==> src/rtl/me_pad_stream_if_pkg.sv <==
// Shared sizing helpers and types for the ME pad-limited host interface.
// Beats are packed LSB-first on both the input and the result side.
package me_pkg;
    localparam int DEF_PAD_W = 16;
    localparam int DEF_CUR_W = 32;
    localparam int DEF_REF_W = 64;
    localparam int DEF_SAD_W = 14;
    localparam int DEF_MV_W  = 5;
    localparam int DEF_OUT_W = 8;

    function automatic int res_w(input int sad_w, input int mv_w);
        return sad_w + 2 * mv_w;
    endfunction

    function automatic int res_beats(input int rw, input int out_w);
        return (rw + out_w - 1) / out_w;
    endfunction

    // Counter width that stays at least 1 bit for single-beat words.
    function automatic int cnt_w(input int n);
        return (n > 1) ? $clog2(n) : 1;
    endfunction

    typedef enum logic {RES_IDLE, RES_SEND} res_state_t;
endpackage

==> src/rtl/me_pad_stream_if_if.sv <==
// Pad-side and core-side signal bundle; the design sits on the slave modport.
interface me_pad_stream_if_if
    import me_pkg::*;
#(
    parameter int PAD_W = DEF_PAD_W,
    parameter int CUR_W = DEF_CUR_W,
    parameter int REF_W = DEF_REF_W,
    parameter int SAD_W = DEF_SAD_W,
    parameter int MV_W  = DEF_MV_W,
    parameter int OUT_W = DEF_OUT_W
);
    logic [PAD_W-1:0] pad_data_i;
    logic             pad_sel_i;
    logic             pad_valid_i;
    logic             pad_ready_o;
    logic [CUR_W-1:0] core_cur_o;
    logic [REF_W-1:0] core_ref_o;
    logic             core_cur_avail_o;
    logic             core_ref_avail_o;
    logic             core_cur_read_en_i;
    logic             core_ref_read_en_i;
    logic [SAD_W-1:0] core_msad_i;
    logic [MV_W-1:0]  core_col_i;
    logic [MV_W-1:0]  core_row_i;
    logic             core_data_valid_i;
    logic [OUT_W-1:0] res_data_o;
    logic             res_valid_o;
    logic             res_last_o;
    logic             res_ready_i;
    logic             underrun_o;
    logic             overflow_o;

    modport slave (
        input  pad_data_i, pad_sel_i, pad_valid_i,
        output pad_ready_o,
        output core_cur_o, core_ref_o, core_cur_avail_o, core_ref_avail_o,
        input  core_cur_read_en_i, core_ref_read_en_i,
        input  core_msad_i, core_col_i, core_row_i, core_data_valid_i,
        output res_data_o, res_valid_o, res_last_o,
        input  res_ready_i,
        output underrun_o, overflow_o
    );

    modport master (
        output pad_data_i, pad_sel_i, pad_valid_i,
        input  pad_ready_o,
        input  core_cur_o, core_ref_o, core_cur_avail_o, core_ref_avail_o,
        output core_cur_read_en_i, core_ref_read_en_i,
        output core_msad_i, core_col_i, core_row_i, core_data_valid_i,
        input  res_data_o, res_valid_o, res_last_o,
        output res_ready_i,
        input  underrun_o, overflow_o
    );
endinterface

==> src/rtl/me_pad_stream_if_asm.sv <==
// One input channel: gathers PAD_W beats into a WORD_W word and holds it in a
// single-entry buffer until the core reads it.
module me_word_assembler
    import me_pkg::*;
#(
    parameter int PAD_W  = 16,
    parameter int WORD_W = 32
) (
    input  logic              clk,
    input  logic              rst_n,
    input  logic              i_beat_vld,
    input  logic [PAD_W-1:0]  i_beat_data,
    output logic              o_ready,
    input  logic              i_rd_en,
    output logic [WORD_W-1:0] o_word,
    output logic              o_avail,
    output logic              o_underrun
);
    localparam int BEATS = WORD_W / PAD_W;
    localparam int CW    = cnt_w(BEATS);
    localparam logic [CW-1:0] LAST = CW'(BEATS - 1);

    if (WORD_W % PAD_W != 0) begin : g_bad_width
        $error("me_word_assembler: WORD_W must be a multiple of PAD_W");
    end

    logic [CW-1:0]     r_cnt;
    logic [WORD_W-1:0] r_asm;
    logic [WORD_W-1:0] r_word;
    logic              r_avail;
    logic              r_underrun;
    logic [WORD_W-1:0] w_asm_nxt;
    logic              w_last;
    logic              w_acc;
    logic              w_done;

    // Only the final beat can stall: it needs a free buffer slot, and a slot
    // being read this cycle counts as free.
    assign w_last  = (r_cnt == LAST);
    assign o_ready = !r_avail || i_rd_en || !w_last;
    assign w_acc   = i_beat_vld && o_ready;
    assign w_done  = w_acc && w_last;

    always_comb begin
        w_asm_nxt = r_asm;
        w_asm_nxt[r_cnt*PAD_W +: PAD_W] = i_beat_data;
    end

    always_ff @(posedge clk or negedge rst_n) begin
        if (!rst_n) begin
            r_cnt      <= '0;
            r_asm      <= '0;
            r_word     <= '0;
            r_avail    <= 1'b0;
            r_underrun <= 1'b0;
        end else begin
            if (w_acc) begin
                r_asm <= w_asm_nxt;
                r_cnt <= w_last ? '0 : r_cnt + 1'b1;
            end
            if (w_done) begin
                r_word  <= w_asm_nxt;
                r_avail <= 1'b1;
            end else if (i_rd_en && r_avail) begin
                r_avail <= 1'b0;
            end
            if (i_rd_en && !r_avail)
                r_underrun <= 1'b1;
        end
    end

    assign o_word     = r_word;
    assign o_avail    = r_avail;
    assign o_underrun = r_underrun;
endmodule

==> src/rtl/me_pad_stream_if.sv <==
// Chip-top glue between the narrow pad bus and inst_ME: two word assemblers on
// the input side, a one-entry hold register plus beat serialiser on the result side.
module me_pad_stream_if
    import me_pkg::*;
#(
    parameter int PAD_W = DEF_PAD_W,
    parameter int CUR_W = DEF_CUR_W,
    parameter int REF_W = DEF_REF_W,
    parameter int SAD_W = DEF_SAD_W,
    parameter int MV_W  = DEF_MV_W,
    parameter int OUT_W = DEF_OUT_W
) (
    input  logic clk,
    input  logic rst,
    me_pad_stream_if_if.slave bus
);
    localparam int RES_W     = res_w(SAD_W, MV_W);
    localparam int RES_BEATS = res_beats(RES_W, OUT_W);
    localparam int SH_W      = RES_BEATS * OUT_W;
    localparam int IW        = cnt_w(RES_BEATS);

    logic w_cur_ready, w_ref_ready, w_cur_under, w_ref_under;

    me_word_assembler #(.PAD_W(PAD_W), .WORD_W(CUR_W)) u_cur (
        .clk        (clk),
        .rst_n      (rst),
        .i_beat_vld (bus.pad_valid_i && !bus.pad_sel_i),
        .i_beat_data(bus.pad_data_i),
        .o_ready    (w_cur_ready),
        .i_rd_en    (bus.core_cur_read_en_i),
        .o_word     (bus.core_cur_o),
        .o_avail    (bus.core_cur_avail_o),
        .o_underrun (w_cur_under)
    );

    me_word_assembler #(.PAD_W(PAD_W), .WORD_W(REF_W)) u_ref (
        .clk        (clk),
        .rst_n      (rst),
        .i_beat_vld (bus.pad_valid_i && bus.pad_sel_i),
        .i_beat_data(bus.pad_data_i),
        .o_ready    (w_ref_ready),
        .i_rd_en    (bus.core_ref_read_en_i),
        .o_word     (bus.core_ref_o),
        .o_avail    (bus.core_ref_avail_o),
        .o_underrun (w_ref_under)
    );

    assign bus.pad_ready_o = bus.pad_sel_i ? w_ref_ready : w_cur_ready;
    assign bus.underrun_o  = w_cur_under || w_ref_under;

    res_state_t      r_state;
    logic [SH_W-1:0] r_hold;
    logic            r_hold_full;
    logic [SH_W-1:0] r_shift;
    logic [IW-1:0]   r_idx;
    logic            r_valid;
    logic            r_last;
    logic            r_overflow;
    logic [SH_W-1:0] w_res;
    logic            w_take;

    always_comb begin
        w_res = '0;
        w_res[RES_W-1:0] = {bus.core_row_i, bus.core_col_i, bus.core_msad_i};
    end

    // The hold slot frees up whenever the serialiser loads from it this cycle,
    // so a new result landing on that same cycle is not lost.
    assign w_take = r_hold_full &&
                    ((r_state == RES_IDLE) || (bus.res_ready_i && r_last));

    always_ff @(posedge clk or negedge rst) begin
        if (!rst) begin
            r_hold      <= '0;
            r_hold_full <= 1'b0;
            r_overflow  <= 1'b0;
        end else begin
            if (bus.core_data_valid_i) begin
                if (!r_hold_full || w_take) begin
                    r_hold      <= w_res;
                    r_hold_full <= 1'b1;
                end else begin
                    r_overflow  <= 1'b1;
                end
            end else if (w_take) begin
                r_hold_full <= 1'b0;
            end
        end
    end

    always_ff @(posedge clk or negedge rst) begin
        if (!rst) begin
            r_state <= RES_IDLE;
            r_shift <= '0;
            r_idx   <= '0;
            r_valid <= 1'b0;
            r_last  <= 1'b0;
        end else begin
            case (r_state)
                RES_IDLE: begin
                    if (r_hold_full) begin
                        r_shift <= r_hold;
                        r_idx   <= '0;
                        r_valid <= 1'b1;
                        r_last  <= (RES_BEATS == 1);
                        r_state <= RES_SEND;
                    end
                end
                RES_SEND: begin
                    if (bus.res_ready_i) begin
                        if (r_last) begin
                            if (r_hold_full) begin
                                r_shift <= r_hold;
                                r_idx   <= '0;
                                r_last  <= (RES_BEATS == 1);
                            end else begin
                                r_valid <= 1'b0;
                                r_last  <= 1'b0;
                                r_state <= RES_IDLE;
                            end
                        end else begin
                            r_shift <= r_shift >> OUT_W;
                            r_idx   <= r_idx + 1'b1;
                            r_last  <= (r_idx == IW'(RES_BEATS - 2));
                        end
                    end
                end
                default: r_state <= RES_IDLE;
            endcase
        end
    end

    assign bus.res_data_o  = r_shift[OUT_W-1:0];
    assign bus.res_valid_o = r_valid;
    assign bus.res_last_o  = r_last;
    assign bus.overflow_o  = r_overflow;
endmodule

==> src/flat_wrapper.sv <==
// flat-port wrapper written by rule: the top's interface ports become plain ports
module me_pad_stream_if_flat import me_pkg::*;
#(
    parameter int PAD_W = DEF_PAD_W,
    parameter int CUR_W = DEF_CUR_W,
    parameter int REF_W = DEF_REF_W,
    parameter int SAD_W = DEF_SAD_W,
    parameter int MV_W  = DEF_MV_W,
    parameter int OUT_W = DEF_OUT_W
)
  (clk, rst, bus_pad_data_i, bus_pad_sel_i, bus_pad_valid_i, bus_pad_ready_o, bus_core_cur_o, bus_core_ref_o, bus_core_cur_avail_o, bus_core_ref_avail_o, bus_core_cur_read_en_i, bus_core_ref_read_en_i, bus_core_msad_i, bus_core_col_i, bus_core_row_i, bus_core_data_valid_i, bus_res_data_o, bus_res_valid_o, bus_res_last_o, bus_res_ready_i, bus_underrun_o, bus_overflow_o);
  me_pad_stream_if_if #(.PAD_W(PAD_W), .CUR_W(CUR_W), .REF_W(REF_W), .SAD_W(SAD_W), .MV_W(MV_W), .OUT_W(OUT_W)) bus_i ();
  input  logic clk;
  input  logic rst;
  input wire logic [$bits(bus_i.pad_data_i)-1:0] bus_pad_data_i;
  input wire logic [$bits(bus_i.pad_sel_i)-1:0] bus_pad_sel_i;
  input wire logic [$bits(bus_i.pad_valid_i)-1:0] bus_pad_valid_i;
  output wire logic [$bits(bus_i.pad_ready_o)-1:0] bus_pad_ready_o;
  output wire logic [$bits(bus_i.core_cur_o)-1:0] bus_core_cur_o;
  output wire logic [$bits(bus_i.core_ref_o)-1:0] bus_core_ref_o;
  output wire logic [$bits(bus_i.core_cur_avail_o)-1:0] bus_core_cur_avail_o;
  output wire logic [$bits(bus_i.core_ref_avail_o)-1:0] bus_core_ref_avail_o;
  input wire logic [$bits(bus_i.core_cur_read_en_i)-1:0] bus_core_cur_read_en_i;
  input wire logic [$bits(bus_i.core_ref_read_en_i)-1:0] bus_core_ref_read_en_i;
  input wire logic [$bits(bus_i.core_msad_i)-1:0] bus_core_msad_i;
  input wire logic [$bits(bus_i.core_col_i)-1:0] bus_core_col_i;
  input wire logic [$bits(bus_i.core_row_i)-1:0] bus_core_row_i;
  input wire logic [$bits(bus_i.core_data_valid_i)-1:0] bus_core_data_valid_i;
  output wire logic [$bits(bus_i.res_data_o)-1:0] bus_res_data_o;
  output wire logic [$bits(bus_i.res_valid_o)-1:0] bus_res_valid_o;
  output wire logic [$bits(bus_i.res_last_o)-1:0] bus_res_last_o;
  input wire logic [$bits(bus_i.res_ready_i)-1:0] bus_res_ready_i;
  output wire logic [$bits(bus_i.underrun_o)-1:0] bus_underrun_o;
  output wire logic [$bits(bus_i.overflow_o)-1:0] bus_overflow_o;
  assign bus_i.pad_data_i = bus_pad_data_i;
  assign bus_i.pad_sel_i = bus_pad_sel_i;
  assign bus_i.pad_valid_i = bus_pad_valid_i;
  assign bus_pad_ready_o = bus_i.pad_ready_o;
  assign bus_core_cur_o = bus_i.core_cur_o;
  assign bus_core_ref_o = bus_i.core_ref_o;
  assign bus_core_cur_avail_o = bus_i.core_cur_avail_o;
  assign bus_core_ref_avail_o = bus_i.core_ref_avail_o;
  assign bus_i.core_cur_read_en_i = bus_core_cur_read_en_i;
  assign bus_i.core_ref_read_en_i = bus_core_ref_read_en_i;
  assign bus_i.core_msad_i = bus_core_msad_i;
  assign bus_i.core_col_i = bus_core_col_i;
  assign bus_i.core_row_i = bus_core_row_i;
  assign bus_i.core_data_valid_i = bus_core_data_valid_i;
  assign bus_res_data_o = bus_i.res_data_o;
  assign bus_res_valid_o = bus_i.res_valid_o;
  assign bus_res_last_o = bus_i.res_last_o;
  assign bus_i.res_ready_i = bus_res_ready_i;
  assign bus_underrun_o = bus_i.underrun_o;
  assign bus_overflow_o = bus_i.overflow_o;
  me_pad_stream_if #(.PAD_W(PAD_W), .CUR_W(CUR_W), .REF_W(REF_W), .SAD_W(SAD_W), .MV_W(MV_W), .OUT_W(OUT_W)) u_core (.clk(clk), .rst(rst), .bus(bus_i));
endmodule
==> config.mk <==
export PLATFORM = sky130hd
export DESIGN_NAME = me_pad_stream_if_flat
export DESIGN_NICKNAME = d
export VERILOG_FILES = /design/src/rtl/me_pad_stream_if_pkg.sv /design/src/rtl/me_pad_stream_if_if.sv /design/src/rtl/me_pad_stream_if_asm.sv /design/src/rtl/me_pad_stream_if.sv /design/src/flat_wrapper.sv
export SDC_FILE = /design/constraint.sdc
export NUM_CORES = 1
export LEC_CHECK = 0
export CORE_UTILIZATION = 44
export CTS_BUF_LIST = sky130_fd_sc_hd__clkbuf_2 sky130_fd_sc_hd__clkbuf_4 sky130_fd_sc_hd__clkbuf_8
export DETAILED_ROUTE_END_ITERATION = 12
export PLACE_DENSITY_LB_ADDON = 0.25
export SYNTH_ARGS = -nofsm -noshare
export SYNTH_HDL_FRONTEND = slang
export SYNTH_SLANG_ARGS = --single-unit
==> constraint.sdc <==
create_clock -name clk -period 3.5 [get_ports clk]
set_input_delay 0.525 -clock clk [delete_from_list [all_inputs] [get_ports clk]]
set_output_delay 0.525 -clock clk [all_outputs]
set_load 0.02 [all_outputs]
==> results of run 1 <==
## worst min path at each step
stage	startpoint	endpoint	slack, ns	depth (start not counted)
after floorplan	rst	u_core.bus.overflow_o	0.23	0
after global placement	u_core.u_cur.o_underrun	u_core.u_cur.o_underrun	0.44	1
after detailed placement	u_core.u_cur.o_underrun	u_core.u_cur.o_underrun	0.44	1
after CTS	rst	u_core.u_cur.o_word[17]	0.03	1
after global routing	rst	u_core.u_cur.o_word[17]	0.06	1
final	rst	u_core.u_cur.o_word[17]	0.02	1
## synthesized netlist by cell type (11+ instances only)
library cell	number	share of area, %
buf_2	19	0.93
a221oi_1	16	1.4
clkbuf_1	57	2.1
dfrtp_1	238	58
o22ai_1	17	1.0
a22o_1	74	6.4
nand4_1	14	0.86
a31oi_1	27	1.7
nand3_1	16	0.79
buf_4	13	0.96
mux2_2	73	8.1
a32oi_1	11	0.95
nor3_1	16	0.79
nand2b_1	31	1.9
inv_1	20	0.74
nor2b_1	26	1.6
a21oi_1	124	6.1
## worst reg2reg max path, cell delays in order, from the launching register on
cell and delay (ns):
dfrtp_1 0.51, clkinv_1 0.11, buf_4 0.23, ha_1 0.52, and4bb_2 0.57, nor4b_4 0.26, buf_4 0.25, a22o_1 0.16
## kinds of logic after synthesis
kind of cell,count (synthesis),synth area share (%)
AO/OA/AOI/OAI,286,18.7
buffers and inverters,120,5.36
multiplexers,74,8.17
flip-flops,238,58.5
adder cells (fa/ha/maj),7,0.860
AND/OR/NAND/NOR,135,8.45
## sequential cells by signal (all words and copies together), names as in the netlist, 2 cells and up
| signal | cells |
|---|---|
| u_core.u_ref.o_word | 64 |
| u_core.u_ref.r_asm | 64 |
| u_core.u_cur.o_word | 32 |
| u_core.r_hold | 24 |
| u_core.r_shift | 24 |
| u_core.u_cur.r_asm | 16 |
| u_core.r_idx | 2 |
| u_core.u_ref.r_cnt | 2 |
## power by group through the flow
stage	Clock, mW	Combinational, mW	Sequential, mW
final	2.66	4.49	4.68
after global routing	2.83	4.86	4.83
after CTS	2.71	4.52	4.68
after detailed placement	0	4.51	4.70
after global placement	0	4.43	4.68
after floorplan	0	2.12	5.19
## metrics by stage
step                      power (mW)  utilization [%]  setup WS (ns)  hold WS, ns  instances
after floorplan                 7.30                -           1.00        0.229        860
after global placement          9.12             52.5          0.736        0.436       1229
after detailed placement        9.20             52.5          0.739        0.445       1229
after CTS                       11.9             56.4          0.326       0.0309       1298
after global routing            12.5             56.4          0.200       0.0625       1298
final                           11.8             56.4          0.356       0.0214       1298
## layer usage
layer  GRT usage [%]  wire length (um)  share of wire (%)  up-vias
li1                -                 -                  -     3413
met1            31.3             12200                 47     3779
met2            33.1             11300                 44      251
met3            5.64              1830                7.1       33
met4            6.33               408                1.6        0
met5               0                 0                  0        -
## cell type report
cell class	instances	area [sq um]
multi-input combinational	502	3690
clock buffer	66	833
inverter	22	82.6
clock inverter	3	42.5
sequential	238	5960
tap	285	357
fill	1892	9870
timing repair buffer	182	1800
==> results_dict.tcl, run 1 <==
set metrics [dict create \
    outcome "completed" \
    grt_overflow 0 \
    path_class "reg2out" \
    vias 7476 \
    firstDrtPassIters 5 \
    synth_edf_count 0 \
    grt_pass1_wl_um 41200 \
    syn2layout_area_growth_pct 25.4 \
    cellLeakagePower_nw 5.36 \
    drive_above_1_share_pct 18.0 \
    relSlewSlack_pct 44.5 \
    rsz0062_at_grt "no" \
    path_max_fanout 11 \
    r2r-end "u_core.u_ref.r_asm[32]" \
    cts_resized 0 \
    critical_path.top_delay_family "flip-flops" \
    endpoint "bus_pad_ready_o" \
    crit_path_start_kind "flop" \
    final_cell_mix "238 x dfrtp_1, 157 x clkdlybuf4s50_1, 124 x a21oi_1" \
    syn_avg_cell_area_sq_um 11.8 \
    combPwrFrac_pct 37.9 \
    worstPathBufferInverterCount 1 \
    seqPwrFrac_pct 39.6 \
    p_clk_share_pct 22.5 \
    crit_required_ns 2.97 \
    grt_pass1_vias 7440 \
    finalSetupViolations 0 \
    numCtsBuffers 41 \
    clock-sinks 238 \
    rr_startpoint "u_core.u_ref.r_cnt[0]" \
    yosysWarnings 0 \
    wl_per_cell_um 19.8 \
    switching_power_mw 4.10 \
    ant_nets 0 \
    fin_worst_skew_ns 0.0117 \
    report.final.slew_viol_count 0 \
    dieArea_sq_um 23800 \
    ctsHoldBuffers 0 \
    crit_start "u_core.u_ref.r_cnt[0]" \
    start_util_pct 45.0 \
    layout_commonest_cell "dfrtp_1" \
    power_density_nw_per_um2 926 \
    hpwlAfterDp_um 16000 \
    nNetsFinal 1042 \
    crit_arrival_ns 2.62 \
    synth_cell_types 47 \
    portBuffers 158 \
    grtUsageTotal_pct 22.0 \
    dieWidth_um 154 \
    clk_latency_ns 0.53 \
    ir_drop_mv 0.545 \
    async_reset_ff_share_pct 100 \
    cts_tree "yes" \
    die_h_um 154 \
    crit_chain "ha_1 > and3b_1 > a21oi_1 > clkdlybuf4s50_1" \
    regToRegSetupSlack_ns 0.83 \
    antenna_found_initial 1 \
    clk_path_buf_depth 3 \
    place_congestion 0.779 \
    fmaxAchievable_mhz 318 \
    cap_violations 0 \
    p_sw_share_pct 34.7 \
    placementRows 55 \
    path_clk_slew_ns 0.06 \
    cellInternalPower_mw 7.72 \
    crit_cells 4 \
    route.detailed.drc 0 \
    drt-initial-drc-count 412 \
    min_path_type "in2async" \
    final_area_sq_um 12800 \
    end_kind "output port" \
    slowest_stage "dfrtp_1" \
    worst_pin_slew_ns 0.833 \
    rr_worst_depth 7 \
    wl_um 25700 \
    antenna_cells 0 \
    critPathMaxStageDelay_ns 0.56 \
    syn_nets 915 \
    synth_area_sq_um 10200 \
    place_area_sq_um 11900 \
    ys_seq_area_share_pct 58.5 \
    io_pins 159 \
    ctsHtreeMaxLevel 2 \
    setup_tns_ns 0 \
    vias_per_cell 5.76 \
    post-cts-setup-buffer-count 0 \
    core_area_sq_um 22600 \
    fin_crit_sh_pct 89.8 \
    synthCells 860 \
    clockRootBuffer "clkbuf_8" \
    ys_ff_latch 238 \
    fin_crit_ns 3.14 \
    synthFlopType "dfrtp_1" \
    finalHoldViolations 0 \
    grt_max_degree 95 \
]
Power figures use the tool's default switching activity.
==> run 2, diff against run 1 <==
CTS_CLUSTER_DIAMETER = 30   (was unset)
SYNTH_HIERARCHICAL = 1   (was unset)
==> run 2 against run 1 <==
The flow now finishes with violations (negative hold slack). Critical path depth up 1. Wire length is 4.1% lower. Non-clock buffer count fell by 11. Total power shrank 3.0%. Synthesized area is 0.29% higher. Via count shrank 9.2%. First-iteration DRC count shrank 0.73%. Hold slack worse by 0.032 ns. Clock power grew 14%. Sequential share of layout area decreased by 0.47 points. Synthesized cell count fell by 14%. Critical path type unchanged.
==> results_dict.tcl, run 2 <==
set metrics [dict create \
    end_kind "output port" \
    clock-sinks 238 \
    combPwrFrac_pct 35.0 \
    stdcell_count 1207 \
    worst_pin_slew_ns 0.889 \
    setup_tns_ns 0 \
    die_h_um 154 \
    async_reset_ff_share_pct 100 \
    antenna_found_initial 0 \
    fin_worst_skew_ns 0.0148 \
    ctsHtreeMaxLevel 2 \
    cts_resized 0 \
    netlist_top_cells_count "238 x dfrtp_1, 113 x mux2_2, 106 x a22o_1" \
    slowest_stage "dfrtp_1" \
    crit_arrival_ns 2.67 \
    ys_seq_area_share_pct 58.3 \
    min_path_type "in2async" \
    hold_slack_ns -0.0105 \
    syn2layout_area_growth_pct 26.3 \
    crit_path_start_kind "flop" \
    ctsHoldBuffers 0 \
    synth_edf_count 0 \
    power_density_nw_per_um2 889 \
    dieWidth_um 154 \
    p_clk_share_pct 26.3 \
    rr_worst_depth 5 \
    outcome "finished with violations" \
    firstDrtPassIters 5 \
    relSlewSlack_pct 40.6 \
    seqPwrFrac_pct 38.7 \
    syn_avg_cell_area_sq_um 13.8 \
    synth_top_area_share_pct 58.3 \
    p_sw_share_pct 32.3 \
    nNetsFinal 940 \
    crit_chain "ha_1 > and3b_1 > inv_2 > mux2_2 > clkdlybuf4s50_1" \
    route.detailed.drc 0 \
    clk_latency_ns 0.54 \
    grt_max_degree 93 \
    syn_nets 793 \
    path_clk_slew_ns 0.06 \
    finalHoldViolations 9 \
    grt_pass1_vias 6975 \
    final_cell_mix "238 x dfrtp_1, 157 x clkdlybuf4s50_1, 113 x mux2_2" \
    synthFlopType "dfrtp_1" \
    drive_above_1_share_pct 28.0 \
    grt_overflow 0 \
    ir_drop_mv 0.487 \
    synth_most_common_cell "dfrtp_1" \
    synth_area_sq_um 10200 \
    post-cts-setup-buffer-count 0 \
    path_max_fanout 12 \
    place_congestion 0.804 \
    io_pins 159 \
    violations "negative hold slack" \
    antenna_cells 0 \
    portBuffers 158 \
    fin_crit_ns 3.19 \
    synthCells 738 \
    layout_commonest_cell "dfrtp_1" \
    fmaxAchievable_mhz 313 \
    clk_path_buf_depth 3 \
    ys_top_cells_by_area "dfrtp_1 58%, mux2_2 12%, a22o_1 9.1%" \
    synth_cell_types 50 \
    drt-initial-drc-count 409 \
    grt_pass1_wl_um 40000 \
    cellInternalPower_mw 7.76 \
    cap_violations 0 \
    ant_nets 0 \
    dp.cells 1120 \
    finalSetupViolations 0 \
    synth_top_area_cell "dfrtp_1" \
    wl_um 24600 \
    start_util_pct 45.0 \
    rsz0062_at_grt "no" \
    cellLeakagePower_nw 5.72 \
    vias 6785 \
    path_class "reg2out" \
    yosysWarnings 6 \
    cts_tree "yes" \
    ys_ff_latch 238 \
    placementRows 55 \
    fin_crit_sh_pct 91.2 \
    hpwlAfterDp_um 15700 \
    wl_per_cell_um 20.4 \
    clockRootBuffer "clkbuf_8" \
    critPathMaxStageDelay_ns 0.56 \
    report.final.slew_viol_count 0 \
    crit_required_ns 2.97 \
    grtUsageTotal_pct 21.6 \
    dieArea_sq_um 23800 \
    switching_power_mw 3.71 \
    vias_per_cell 5.62 \
    numCtsBuffers 48 \
    core_area_sq_um 22700 \
]
## run 2: cell types whose count changed in the layout (fill, tap and decap cells not counted), moves of 27 or more
cell / change
a21oi_1: -123
a22o_1: +32
mux2_2: +40
a31oi_1: -27
## run 2: cell type report
class / instances / area [sq um]
Sequential cell: 238 / 5960
Inverter: 12 / 45.0
Fill cell: 1896 / 9810
Clock buffer: 71 / 883
Tap cell: 285 / 357
Timing Repair Buffer: 171 / 1710
Multi-Input combinational cell: 414 / 3780
Clock inverter: 16 / 160
## run 2: power by group through the flow
stage	clock network (mW)	registers (mW)	logic [mW]
floorplan	0	4.86	2.03
global placement	0	4.44	3.95
detailed placement	0	4.46	4.02
CTS	3.09	4.44	4.04
global route	3.25	4.58	4.31
finish	3.02	4.43	4.01
## run 2: path summary, 6_finish.rpt
kind | from | to | slack [ns]
min in group clk | u_core/bus.overflow_o | u_core/bus.overflow_o | 0.46
worst min register to register | u_core/bus.overflow_o | u_core/bus.overflow_o | 0.46
worst min-delay path | rst | u_core/u_ref/o_word[46] | -0.01
worst max-delay path | u_core/u_ref/r_cnt[0] | bus_pad_ready_o | 0.31
worst max register to register | u_core/u_ref/r_cnt[0] | u_core/u_ref/r_asm[11] | 0.62
max in group asynchronous | rst | u_core/u_ref/o_word[11] | 2.59
## run 2: kinds of logic after synthesis
family	count (synthesis)	synth area share [%]
mux	123	13.9
flops	238	58.3
simple gates	115	7.42
buf+inv	86	4.69
fa+ha+maj	7	0.857
compound gates	169	14.8
## run 2: critical path, delay by kind of cell, from the launching register on
family        cells  cell delay [ns]
buf+inv           2             0.70
flops             1             0.56
simple gates      1             0.29
mux               1             0.29
fa+ha+maj         1             0.28
## run 2: metrics by stage
stage                     hold slack (ns)  util [%]  area [sq um]  power (mW)  setup WS, ns
after floorplan                     0.229         -         10200        6.89          1.51
after global placement              0.442      52.2         11900        8.40         0.616
after detailed placement            0.453      52.2         11900        8.48         0.618
after CTS                          0.0175      56.8         12900        11.6         0.287
after global routing               0.0238      56.8         12900        12.1         0.188
final                             -0.0105      56.8         12900        11.5         0.309
## run 2: layer usage
layer	GRT usage, %	up-vias	routed length [um]	share of wire, %
li1	-	3048	-	-
met1	31.6	3469	11500	47
met2	30.8	228	10800	44
met3	6.92	40	1910	7.8
met4	6.08	0	426	1.7
met5	0	-	0	0
==> RTL change 1: new RTL, config.mk and constraints of run 1 <==
Make the reset (`rst` and `rst_n`) synchronous in 3 clocked blocks.
--- a/src/rtl/me_pad_stream_if_asm.sv
+++ b/src/rtl/me_pad_stream_if_asm.sv
@@ -46,7 +46,7 @@
         w_asm_nxt[r_cnt*PAD_W +: PAD_W] = i_beat_data;
     end
 
-    always_ff @(posedge clk or negedge rst_n) begin
+    always_ff @(posedge clk) begin
         if (!rst_n) begin
             r_cnt      <= '0;
             r_asm      <= '0;
--- a/src/rtl/me_pad_stream_if.sv
+++ b/src/rtl/me_pad_stream_if.sv
@@ -69,7 +69,7 @@
     assign w_take = r_hold_full &&
                     ((r_state == RES_IDLE) || (bus.res_ready_i && r_last));
 
-    always_ff @(posedge clk or negedge rst) begin
+    always_ff @(posedge clk) begin
         if (!rst) begin
             r_hold      <= '0;
             r_hold_full <= 1'b0;
@@ -88,7 +88,7 @@
         end
     end
 
-    always_ff @(posedge clk or negedge rst) begin
+    always_ff @(posedge clk) begin
         if (!rst) begin
             r_state <= RES_IDLE;
             r_shift <= '0;
Function: differs if rst is asserted again (counterexample within 4 cycles, from zero or initial values and one cycle with rst low); with rst held inactive, the same outputs for 4 cycles.
==> RTL change 1 against run 1 <==
Sequential cell count is the same. Via count grew 15%. Wire length grew 9.4%. Global-route usage grew 1.5 points. Die area shrank 1.1%. Clock skew grew 0.019 ns. Synthesized area shrank 1.1%. Final area shrank 1.8%. Critical path depth is the same. Worst setup slack gained 0.24 ns. Register-to-register slack gained 0.02 ns.
Power is not compared: it rests on default switching activity, and its combinational part moved more than twofold at a synthesized area within 25%.
==> RTL change 1: results (changes against run 1) <==
Hold Crit Class=in -> reg; post-synthesis compound-gate area fraction=0.213 (+0.0264); outcome=complete, no violations; Net Count, Synth=1171 (+28%); list of most frequent post-synthesis cells=238 x dfxtp_1, 238 x nand2_1, 88 x a21oi_1; largest cells by area after synthesis=dfxtp_1 47%, nand2_1 8.9%, mux2i_1 5.8%; vias in the first global route=8082 (+8.6%); largest net degree at the start of global routing=152 (+60%); Routed WL=28100 microns (+9.4%); CP peak stage delay=0.59 ns (+0.03 ns); post-synthesis sequential area ratio=0.473 (-0.112); leak pwr=4.77 nW; Distinct cells, synth=44 (-6.4%); ys async rst share=0 (-1.00); Post-Synth Adder-Cell Area=0.00869 (+0.0000929); Crit-path slowest cell=clkdlybuf4s50_1; Final HPWL DP=17700 microns (+10%); Placed Area=0.0117 sq mm (-1.7%); nets@finish=1279 (+23%); Avg Synthesized Cell Area=9.03 sq um (-24%); worst slew pin tran=0.953 ns (+0.120 ns); layout cells sized above 1=0.116 (-0.0637); gp weighted congestion=0.817 (+4.9%); largest delay contributor family on the critical path=buffers and inverters; total iterations of the first detailed-routing run=5 (unchanged); final hold slack=0.255 ns (+0.234 ns); initial antenna violation count=0 (-1); Primary FF master, synth=dfxtp_1; dpl ws=0.821 ns (+0.0814 ns); worst ir drop on vdd=0.000276 V; Worst Skew=0.0310 ns (+0.0193 ns); Critical Path AT=2.38 ns (-0.24 ns); Reg2Reg Setup Slack=0.85 ns (+0.02 ns); DR vias/cell=5.63 (-2.3%); first-pass GRT wire length=44200 microns (+7.4%); CTS buffer count=40 (-2.4%); mux cell area share after synthesis=0.0576 (-0.0241); # fillers=2005 (+6.0%); initial DRC count=642 (+56%)
## RTL change 1: cell types whose count changed after synthesis, sizes merged, moves of 26 or more
| cell | before | now |
|---|---|---|
| dfrtp | 238 | 0 |
| a31oi | 27 | 1 |
| o32ai | 0 | 64 |
| o221a | 0 | 32 |
| nand2 | 7 | 238 |
| mux2i | 1 | 58 |
| a211oi | 0 | 32 |
| a22o | 74 | 0 |
| a21oi | 124 | 88 |
| dfxtp | 0 | 238 |
| mux2 | 73 | 0 |
## RTL change 1: worst paths after layout
check / from / end / cells past startpoint
max reg2reg: u_core.u_ref.r_cnt[0] / u_core.u_ref.r_asm[47] / 5
min reg2reg: u_core.u_ref.r_asm[16] / u_core.u_ref.r_asm[16] / 2
max: u_core.u_ref.r_cnt[0] / bus_pad_ready_o / 4
min: rst / u_core.r_idx[1] / 2
## RTL change 1: kinds of logic (layout without fill, tap and decap cells)
logic type,count (synthesis),after routing
AND/OR/NAND/NOR,391,391
flip-flops,238,238
AO/OA/AOI/OAI,280,280
multiplexers,58,58
adder cells (fa/ha/maj),7,7
buffers and inverters,142,276
## RTL change 1: cell type report
class / count / share of cell area
well taps: 280 / 0.0279
clock buffers: 65 / 0.0664
repair buffers: 185 / 0.143
inverters: 23 / 0.00689
flip-flops and latches: 238 / 0.380
clock inverters: 3 / 0.00150
multi-input cells: 736 / 0.374
## RTL change 1: power by group through the flow
| stage | clock network (mW) | registers, mW | logic [mW] |
|---|---|---|---|
| 2_1_floorplan | 0 | 2.88 | 0.325 |
| 3_3_place_gp | 0 | 2.88 | 0.499 |
| 3_5_place_dp | 0 | 2.88 | 0.504 |
| 4_1_cts | 2.66 | 2.82 | 0.506 |
| 5_1_grt | 2.78 | 2.83 | 0.545 |
| 6_report | 2.61 | 2.82 | 0.508 |
## RTL change 1: routing by layer
| metal | up-vias | global-route usage | part of all wire |
|---|---|---|---|
| met4 | 0 | 0.0880 | 0.025 |
| li1 | 4166 | - | - |
| met1 | 4073 | 0.345 | 0.48 |
| met2 | 321 | 0.332 | 0.43 |
| met5 | - | 0 | 0 |
| met3 | 51 | 0.0505 | 0.072 |
==> RTL change 2: new RTL, flow settings as in run 1 <==
Made on the original files. The package constant `DEF_MV_W` goes from 5 to 7.
--- a/src/rtl/me_pad_stream_if_pkg.sv
+++ b/src/rtl/me_pad_stream_if_pkg.sv
@@ -5,7 +5,7 @@
     localparam int DEF_CUR_W = 32;
     localparam int DEF_REF_W = 64;
     localparam int DEF_SAD_W = 14;
-    localparam int DEF_MV_W  = 5;
+    localparam int DEF_MV_W  = 7;
     localparam int DEF_OUT_W = 8;
 
     function automatic int res_w(input int sad_w, input int mv_w);
Interface: changed (resized bus_core_col_i and bus_core_row_i); port bits go from 159 to 163. No check against the original RTL was run, so the function may have changed too.
==> RTL change 2 against run 1 <==
Combinational power grew 2%. Die area grew 5.6%. Synthesized area grew 5.7%. Total power grew 5.3%. Worst setup slack gained 0.14 ns. Fmax grew 4.7%. Final area grew 6.6%. Sequential cell count grew 12. Sequential share of layout area shrank 0.68 points. Wire length grew 6.2%. Global-route usage grew 0.36 points. Cell count grew 8.8%. Largest cell class unchanged. Largest power group unchanged.
==> RTL change 2: results (changes against run 1) <==
post-synthesis compound-gate area fraction=0.180 (-0.00724); Buffers on Ports=162 (+2.5%); largest delay contributor family on the critical path=buffers and inverters; list of most frequent post-synthesis cells=250 x dfrtp_1, 122 x a21oi_1, 78 x mux2_2; mux cell area share after synthesis=0.0825 (+0.000843); Worst Skew=0.0230 ns (+0.0113 ns); total combinational power=4.58 mW (+2%); Max Clk Rate=0.333 GHz (+4.7%); Clock group=3.00 mW (+13%); Reg area=0.00626 sq mm (+5.0%); P_int=8.15 mW (+5.6%); Buffers excl. clock=192 (+5.5%); Distinct cells, synth=46 (-2.1%); clock buffer count=73 (+11%); Avg Synthesized Cell Area=11.6 sq um (-1.9%); initial DRC count=519 (+26%); vias in the first global route=7761 (+4.3%); dpl ws=0.776 ns (+0.0374 ns); Overall Global Routing Usage=0.223 (+0.00362); CTS buffer count=45 (+9.8%); CP peak stage delay=0.63 ns (+0.07 ns); Placed Instances=1329 (+8.1%); Reg-to-Reg End=u_core.u_ref.r_asm[44]; Multi-In Gates=538 (+7.2%); Final HPWL DP=17100 microns (+6.7%); met3 usage=0.0550 (-0.00139); met1 GRT Util=0.333 (+0.0201); Crit-path slowest cell=clkdlybuf4s50_1; layout cells sized above 1=0.188 (+0.00789); clk tree area frac=0.0757 (+0.00706); Post-Synth Adder-Cell Area=0.00814 (-0.000462); hold_buf cts=1 (+1); largest cells by area after synthesis=dfrtp_1 58%, mux2_2 8.2%, a22o_1 5.7%; outcome=complete, no violations; worst slew pin tran=1.16 ns (+0.330 ns); nets@finish=1117 (+7.2%); first-pass GRT wire length=43300 microns (+5.2%)
RTL change 2: cell count changes after synthesis, moves of 10 or more:
cell	delta
dfrtp_1	+12
inv_1	+10
nand2_1	+10
nand3b_1	+11
RTL change 2: worst register-to-register path, delay by kind of cell (launching register included):
family,cells,cell delay (ns)
simple gates,2,1.61
flops,1,0.46
buf+inv,1,0.14
compound gates,1,0.22
fa+ha+maj,1,0.18
RTL change 2: stage by stage:
stage	power [mW]	cell area, sq um	hold WS, ns	util
6_report	12.5	13600	0.464	0.573
2_1_floorplan	7.53	10800	0.229	-
5_1_grt	13.2	13600	0.486	0.573
3_5_place_dp	9.49	12600	0.444	0.529
4_1_cts	12.6	13600	0.460	0.573
3_3_place_gp	9.40	12600	0.431	0.529
RTL change 2: routing by layer:
metal  vias to the layer above  wire length, microns
li1                       3646                     -
met1                      4014                 12900
met2                       297                 11900
met3                        32                  2100
met4                         0                   432
met5                         -                     0
